--- src/rtl/dbus_master.sv ---
// dbus_master -- peripheral data bus initiator.
//
// Accepts read/write commands on a valid/ready port, queues them in a small
// FIFO and issues them one at a time on the type_dbus2peri_s request channel.
// Every request field is held stable from the pop edge until ack. A missing
// ack is turned into an error response after TIMEOUT_CYCLES cycles, so a bad
// address never blocks the command source.
//
// Ports
//   clk, rst           clock, asynchronous active-high reset
//   cmd_valid_i/_ready_o, cmd_we_i, cmd_addr_i, cmd_wdata_i   command port
//   rsp_valid_o/ready_i, rsp_rdata_o, rsp_we_o, rsp_err_o      response port
//   dbus2peri_o        request channel (addr, w_data, w_en, req; rest 0)
//   peri2dbus_i        response channel (ack, r_data)
//   busy_o             FIFO non-empty or a transaction in progress

package dbus_pkg;
  typedef struct packed {
    logic [31:0] addr;
    logic [31:0] w_data;
    logic        w_en;
    logic [3:0]  id;
    logic        req;
  } type_dbus2peri_s;

  typedef struct packed {
    logic [31:0] r_data;
    logic        ack;
  } type_peri2dbus_s;
endpackage

module dbus_master
  import dbus_pkg::*;
#(
  parameter int FIFO_DEPTH     = 4,
  parameter int TIMEOUT_CYCLES = 255
) (
  input  logic            clk,
  input  logic            rst,
  input  logic            cmd_valid_i,
  output logic            cmd_ready_o,
  input  logic            cmd_we_i,
  input  logic [31:0]     cmd_addr_i,
  input  logic [31:0]     cmd_wdata_i,
  output logic            rsp_valid_o,
  input  logic            rsp_ready_i,
  output logic [31:0]     rsp_rdata_o,
  output logic            rsp_we_o,
  output logic            rsp_err_o,
  output type_dbus2peri_s dbus2peri_o,
  input  type_peri2dbus_s peri2dbus_i,
  output logic            busy_o
);

  localparam int AW = $clog2(FIFO_DEPTH);
  localparam int CW = $clog2(TIMEOUT_CYCLES);
  localparam logic [AW:0]   FIFO_FULL = (AW+1)'(FIFO_DEPTH);
  localparam logic [AW:0]   CNT_ONE   = (AW+1)'(1);
  localparam logic [AW-1:0] PTR_ONE   = AW'(1);
  localparam logic [CW-1:0] TMO_ONE   = CW'(1);
  localparam logic [CW-1:0] TMO_LAST  = CW'(TIMEOUT_CYCLES - 1);

  typedef struct packed {
    logic        we;
    logic [31:0] addr;
    logic [31:0] wdata;
  } cmd_t;

  typedef enum logic [1:0] {S_IDLE, S_REQ, S_RESP} state_e;

  // ---------------------------------------------------------------- FIFO
  cmd_t          mem_q [FIFO_DEPTH];
  logic [AW-1:0] wr_ptr_q, rd_ptr_q;
  logic [AW:0]   cnt_q, cnt_d;
  logic          push, pop;
  cmd_t          head;

  assign cmd_ready_o = (cnt_q != FIFO_FULL);
  assign push        = cmd_valid_i & cmd_ready_o;
  assign head        = mem_q[rd_ptr_q];

  // Storage needs no reset: an entry is only read after it has been written.
  always_ff @(posedge clk) begin
    if (push) mem_q[wr_ptr_q] <= '{we: cmd_we_i, addr: cmd_addr_i, wdata: cmd_wdata_i};
  end

  always_comb begin
    cnt_d = cnt_q;
    case ({push, pop})
      2'b10:   cnt_d = cnt_q + CNT_ONE;
      2'b01:   cnt_d = cnt_q - CNT_ONE;
      default: cnt_d = cnt_q;
    endcase
  end

  always_ff @(posedge clk or posedge rst) begin
    if (rst) begin
      wr_ptr_q <= '0;
      rd_ptr_q <= '0;
      cnt_q    <= '0;
    end else begin
      if (push) wr_ptr_q <= wr_ptr_q + PTR_ONE;
      if (pop)  rd_ptr_q <= rd_ptr_q + PTR_ONE;
      cnt_q <= cnt_d;
    end
  end

  // ---------------------------------------------------------------- FSM
  state_e        state_q, state_d;
  logic          req_q, req_d;
  logic          we_q, we_d;
  logic [31:0]   addr_q, addr_d;
  logic [31:0]   wdata_q, wdata_d;
  logic [CW-1:0] tmo_q, tmo_d;
  logic          rsp_valid_q, rsp_valid_d;
  logic [31:0]   rsp_rdata_q, rsp_rdata_d;
  logic          rsp_we_q, rsp_we_d;
  logic          rsp_err_q, rsp_err_d;
  logic          busy_q, busy_d;

  always_ff @(posedge clk or posedge rst) begin
    if (rst) begin
      state_q     <= S_IDLE;
      req_q       <= 1'b0;
      we_q        <= 1'b0;
      addr_q      <= '0;
      wdata_q     <= '0;
      tmo_q       <= '0;
      rsp_valid_q <= 1'b0;
      rsp_rdata_q <= '0;
      rsp_we_q    <= 1'b0;
      rsp_err_q   <= 1'b0;
      busy_q      <= 1'b0;
    end else begin
      state_q     <= state_d;
      req_q       <= req_d;
      we_q        <= we_d;
      addr_q      <= addr_d;
      wdata_q     <= wdata_d;
      tmo_q       <= tmo_d;
      rsp_valid_q <= rsp_valid_d;
      rsp_rdata_q <= rsp_rdata_d;
      rsp_we_q    <= rsp_we_d;
      rsp_err_q   <= rsp_err_d;
      busy_q      <= busy_d;
    end
  end

  always_comb begin
    state_d     = state_q;
    pop         = 1'b0;
    req_d       = req_q;
    we_d        = we_q;
    addr_d      = addr_q;
    wdata_d     = wdata_q;
    tmo_d       = tmo_q;
    rsp_valid_d = rsp_valid_q;
    rsp_rdata_d = rsp_rdata_q;
    rsp_we_d    = rsp_we_q;
    rsp_err_d   = rsp_err_q;

    case (state_q)
      S_IDLE: begin
        // Head is only visible once it has been written on an earlier edge,
        // so a command never bypasses the FIFO.
        if (cnt_q != '0) begin
          pop     = 1'b1;
          we_d    = head.we;
          addr_d  = head.addr;
          wdata_d = head.wdata;
          req_d   = 1'b1;
          tmo_d   = '0;
          state_d = S_REQ;
        end
      end
      S_REQ: begin
        // ack wins over the timeout when both land on the same edge.
        if (peri2dbus_i.ack) begin
          req_d       = 1'b0;
          rsp_rdata_d = we_q ? 32'h0 : peri2dbus_i.r_data;
          rsp_we_d    = we_q;
          rsp_err_d   = 1'b0;
          rsp_valid_d = 1'b1;
          state_d     = S_RESP;
        end else if (tmo_q == TMO_LAST) begin
          req_d       = 1'b0;
          rsp_rdata_d = 32'h0;
          rsp_we_d    = we_q;
          rsp_err_d   = 1'b1;
          rsp_valid_d = 1'b1;
          state_d     = S_RESP;
        end else begin
          tmo_d = tmo_q + TMO_ONE;
        end
      end
      S_RESP: begin
        if (rsp_ready_i) begin
          rsp_valid_d = 1'b0;
          state_d     = S_IDLE;
        end
      end
      default: state_d = S_IDLE;
    endcase
  end

  assign busy_d = (cnt_d != '0) || (state_d != S_IDLE);

  // ---------------------------------------------------------------- outputs
  always_comb begin
    dbus2peri_o        = '0;
    dbus2peri_o.addr   = addr_q;
    dbus2peri_o.w_data = wdata_q;
    dbus2peri_o.w_en   = we_q & req_q;
    dbus2peri_o.req    = req_q;
  end

  assign rsp_valid_o = rsp_valid_q;
  assign rsp_rdata_o = rsp_rdata_q;
  assign rsp_we_o    = rsp_we_q;
  assign rsp_err_o   = rsp_err_q;
  assign busy_o      = busy_q;

endmodule

--- config.mk ---
export PLATFORM = sky130hd
export DESIGN_NAME = dbus_master
export DESIGN_NICKNAME = d
export VERILOG_FILES = /design/src/rtl/dbus_master.sv
export SDC_FILE = /design/constraint.sdc
export NUM_CORES = 1
export LEC_CHECK = 0
export CORE_MARGIN = 4
export CORE_UTILIZATION = 60
export DETAILED_ROUTE_END_ITERATION = 10
export DONT_BUFFER_PORTS = 1
export PLACE_DENSITY = 0.84
export SLEW_MARGIN = 20
export SYNTH_ARGS = -nofsm -noshare
export SYNTH_HDL_FRONTEND = slang
export SYNTH_SLANG_ARGS = --single-unit
--- constraint.sdc ---
create_clock -name clk -period 4.65 [get_ports clk]
set_input_delay 0.93 -clock clk [delete_from_list [all_inputs] [get_ports clk]]
set_output_delay 0.93 -clock clk [all_outputs]
set_load 0.05 [all_outputs]
==> metrics.txt <==
# TYPE chip_impl_metric gauge
chip_impl_metric{name="cts.reportedPaths.clkPinSlew",unit="ps"} 60
chip_impl_metric{name="cts-buffers-inserted",unit=""} 38
chip_impl_metric{name="totalNegativeSetupSlack",unit="ps"} 0
chip_impl_metric{name="netlist_area",unit="µm²"} 14100
chip_impl_metric{name="layout-drive-gt1-share",unit="%"} 18.0
chip_impl_metric{name="p_leak",unit="nW"} 5.88
chip_impl_metric{name="dpl.cell_count",unit=""} 1081
chip_impl_metric{name="areaGrowthSynthToFinish",unit="%"} 11.1
chip_impl_metric{name="placeableCoreArea",unit="µm²"} 22800
chip_impl_metric{name="worst_slew_margin_rel",unit="%"} 28.6
chip_impl_metric{name="worst_ir_drop_vdd",unit="µV"} 548
chip_impl_metric{name="synth-edff-count",unit=""} 260
chip_impl_metric{name="postSynthRegisterBits",unit=""} 379
chip_impl_info{name="yosysTopAreaCell",value="sky130_fd_sc_hd__edfxtp_1"} 1
chip_impl_metric{name="antenna_cells",unit=""} 0
chip_impl_metric{name="grt_util_all_layers",unit="%"} 22.3
chip_impl_metric{name="drv_cap",unit=""} 0
chip_impl_metric{name="nNetsFinal",unit=""} 918
chip_impl_metric{name="worst_slack_on_hold_paths",unit="ps"} 423
chip_impl_metric{name="detailedPlace.worstSlack",unit="ps"} 1520
chip_impl_metric{name="placement.io_buffers",unit=""} 0
chip_impl_info{name="critPathKind",value="register to register"} 1
chip_impl_metric{name="cp_data_arrival_time",unit="ps"} 3530
chip_impl_metric{name="synthDistinctLibCells",unit=""} 42
chip_impl_info{name="ctsRootBufferMaster",value="sky130_fd_sc_hd__clkbuf_16"} 1
chip_impl_metric{name="r2r.worst_path.cells",unit=""} 9
chip_impl_metric{name="fp.dieArea",unit="µm²"} 26000
chip_impl_metric{name="die_x",unit="µm"} 161
chip_impl_info{name="start_kind",value="register"} 1
chip_impl_metric{name="synth_top_area_share",unit="%"} 55.5
chip_impl_metric{name="cts_hold_buffers",unit=""} 0
chip_impl_metric{name="num_vias",unit=""} 6911
chip_impl_metric{name="number_of_buffers_inserted_to_repair_setup_after_cts",unit=""} 0
chip_impl_metric{name="netlist_instances",unit=""} 798
chip_impl_metric{name="count_of_nets_left_with_antenna_violations_after_detail_routing",unit=""} 0
chip_impl_metric{name="post_synth.cell_area_avg",unit="µm²"} 17.6
chip_impl_metric{name="synthArstFlopShare",unit="%"} 31.4
chip_impl_metric{name="layoutNonFillerInstCount",unit=""} 1150
chip_impl_metric{name="globalRouteOverflowTotal",unit=""} 0
chip_impl_metric{name="initial_standard_cell_utilization_of_the_core",unit="%"} 61.6
chip_impl_metric{name="period_minus_slack",unit="ps"} 3150
chip_impl_info{name="rsz_0062_raised_after_global_routing",value="false"} 1
chip_impl_metric{name="cts_sinks",unit=""} 379
chip_impl_metric{name="yosysWarnings",unit=""} 0
chip_impl_metric{name="final-setup-viol-count",unit=""} 0
chip_impl_metric{name="pin_count_of_the_biggest_net_entering_global_routing",unit=""} 80
chip_impl_metric{name="worstSkewPairLatency",unit="ps"} 520
chip_impl_metric{name="clock_skew",unit="ps"} 16.5
chip_impl_metric{name="rows",unit=""} 55
chip_impl_metric{name="grt_first_pass_wirelength",unit="mm"} 44.3
chip_impl_info{name="ys.flop_type",value="sky130_fd_sc_hd__edfxtp_1"} 1
chip_impl_metric{name="cts_resized",unit=""} 0
chip_impl_info{name="cp-end-kind",value="register"} 1
chip_impl_metric{name="h-tree-depth",unit=""} 2
chip_impl_metric{name="final_hold_viol_count",unit=""} 0
chip_impl_metric{name="detailedPlacementHpwl",unit="mm"} 15.9
chip_impl_info{name="min_path_type",value="input port to async pin"} 1
chip_impl_info{name="tritoncts_clock_tree",value="yes"} 1
chip_impl_metric{name="remaining_drc_errors",unit=""} 0
chip_impl_metric{name="postRouteWirelength",unit="mm"} 28.2
chip_impl_metric{name="fin_ws",unit="ps"} 1500
chip_impl_info{name="synth_most_common_cell",value="sky130_fd_sc_hd__edfxtp_1"} 1
chip_impl_metric{name="synth-seq-area-share",unit="%"} 76.6
chip_impl_metric{name="worst_pin_slew",unit="ps"} 1070
chip_impl_metric{name="drtPass1Iterations",unit=""} 5
chip_impl_metric{name="power_density",unit="nW/µm²"} 799
chip_impl_metric{name="core_utilization_of_the_finished_layout",unit="%"} 68.5
chip_impl_metric{name="floorplan_die_height",unit="µm"} 161
chip_impl_metric{name="timing.final.crit_share",unit="%"} 67.8
chip_impl_info{name="synth_top_cells_by_count",value="260 x sky130_fd_sc_hd__edfxtp_1, 203 x sky130_fd_sc_hd__nand2_1, 119 x sky130_fd_sc_hd__dfrtp_1"} 1
chip_impl_metric{name="crit_required",unit="ps"} 5030
chip_impl_metric{name="gp_routability_congestion",unit=""} 0.748
chip_impl_metric{name="timing.critical_path.fanout_max",unit=""} 6
chip_impl_info{name="synth_area_leaders",value="sky130_fd_sc_hd__edfxtp_1 55%, sky130_fd_sc_hd__dfrtp_1 21%, sky130_fd_sc_hd__mux4_2 10%"} 1
chip_impl_metric{name="final-max-slew-violation-count",unit=""} 0
chip_impl_metric{name="max_freq",unit="MHz"} 317
chip_impl_metric{name="detail_route.wl_per_cell",unit="µm"} 24.5
chip_impl_metric{name="floorplan.io_pins",unit=""} 209
chip_impl_metric{name="drt_first_iter_violations",unit=""} 486
chip_impl_metric{name="clk_path_buf_depth",unit=""} 3
chip_impl_metric{name="via_count_of_the_first_global_routing_pass",unit=""} 7557
chip_impl_info{name="run_status",value="finished, final reports clean"} 1
chip_impl_metric{name="grt_antenna_before_repair",unit=""} 0
chip_impl_metric{name="via_per_inst",unit=""} 6.01
-- stage by stage --
step           total power, mW  cell area (µm²)
2_1_floorplan             8.71            14100
3_3_place_gp              9.37            14400
3_5_place_dp              9.52            14400
4_1_cts                   12.6            15600
5_1_grt                   13.1            15600
6_report                  12.5            15600
-- registers in the layout, summed over array words and instances (netlist names), 2 cells and up --
register     count
rd_ptr_q         2
addr_q          32
wr_ptr_q         2
mem_q          260
cnt_q            3
rsp_rdata_o     32
state_q          2
wdata_q         32
tmo_q            8
-- layer usage --
layer,track usage [%],vias to the layer above,share of wire [%]
met4,5.97,0,1.8
li1,-,2991,-
met1,28.8,3531,38
met3,7.45,41,10
met2,37.2,348,49
met5,0,-,0
-- where the power goes --
part           total, mW  internal, mW  switching (mW)
clock network       3.07          1.86            1.21
logic               2.56          1.13            1.44
registers           6.86          4.61            2.25
total               12.5          7.60            4.89
-- cell type report --
cell class / instances / area [µm²]
Tap cell: 313 / 392
Clock inverter: 16 / 184
Sequential cell: 379 / 10800
Fill cell: 1415 / 7200
Multi-Input combinational cell: 371 / 3080
Timing Repair Buffer: 9 / 67.6
Inverter: 9 / 38.8
Clock buffer: 53 / 1090
-- path summary, 6_finish.rpt --
check | from | to | slack (ps)
min reg2reg | cnt_q[2] | cnt_q[2] | 520
max in group asynchronous | rst | wdata_q[10] | 3170
min in group clk | peri2dbus_i[0] | rsp_err_o | 500
min | rst | addr_q[5] | 420
max | cnt_q[0] | busy_o | 1500
max reg2reg | cnt_q[0] | busy_o | 1500
-- worst max-delay path, stage by stage (launching register included) --
cell	delay, ps
sky130_fd_sc_hd__dfrtp_1	430
sky130_fd_sc_hd__nor2_1	100
sky130_fd_sc_hd__nand2_1	390
sky130_fd_sc_hd__and2_1	380
sky130_fd_sc_hd__inv_1	70
sky130_fd_sc_hd__ha_1	200
sky130_fd_sc_hd__fa_1	430
sky130_fd_sc_hd__mux2_2	290
sky130_fd_sc_hd__or4_1	400
sky130_fd_sc_hd__or3_1	330
-- kinds of logic (layout without fill, tap and decap cells) --
kind of cell	Yosys count	in the layout	synth area share [%]
adder cells (fa/ha/maj)	8	8	0.764
AO/OA/AOI/OAI	49	49	2.81
XOR/XNOR	7	7	0.436
other	1	4	0.0266
AND/OR/NAND/NOR	234	234	6.84
multiplexers	69	69	10.7
buffers and inverters	51	87	1.78
flip-flops	379	379	76.6
-- cell usage in the layout (no fill, tap or decap), types with 2 or more instances in the layout --
cell,n
sky130_fd_sc_hd__nand4_1,2
sky130_fd_sc_hd__clkbuf_1,9
sky130_fd_sc_hd__buf_4,9
sky130_fd_sc_hd__clkinv_1,2
sky130_fd_sc_hd__mux2_2,3
sky130_fd_sc_hd__or4_1,3
sky130_fd_sc_hd__clkbuf_16,40
sky130_fd_sc_hd__and2_1,2
sky130_fd_sc_hd__a21oi_1,4
sky130_fd_sc_hd__dfrtp_4,2
sky130_fd_sc_hd__nand3_1,4
sky130_fd_sc_hd__a22o_1,32
sky130_fd_sc_hd__xor2_1,2
sky130_fd_sc_hd__inv_1,7
sky130_fd_sc_hd__ha_1,7
sky130_fd_sc_hd__and3_4,4
sky130_fd_sc_hd__clkinv_2,8
sky130_fd_sc_hd__or3_1,2
sky130_fd_sc_hd__inv_6,2
sky130_fd_sc_hd__nor2_1,8
sky130_fd_sc_hd__conb_1,4
sky130_fd_sc_hd__bufinv_16,4
sky130_fd_sc_hd__xnor2_1,5
sky130_fd_sc_hd__nand2_1,203
sky130_fd_sc_hd__o31ai_1,2
sky130_fd_sc_hd__edfxtp_1,260
sky130_fd_sc_hd__o21ai_0,4
sky130_fd_sc_hd__dfrtp_1,117
sky130_fd_sc_hd__mux4_2,65
sky130_fd_sc_hd__clkbuf_8,4
Note: power is estimated with default switching activity, not from simulation.
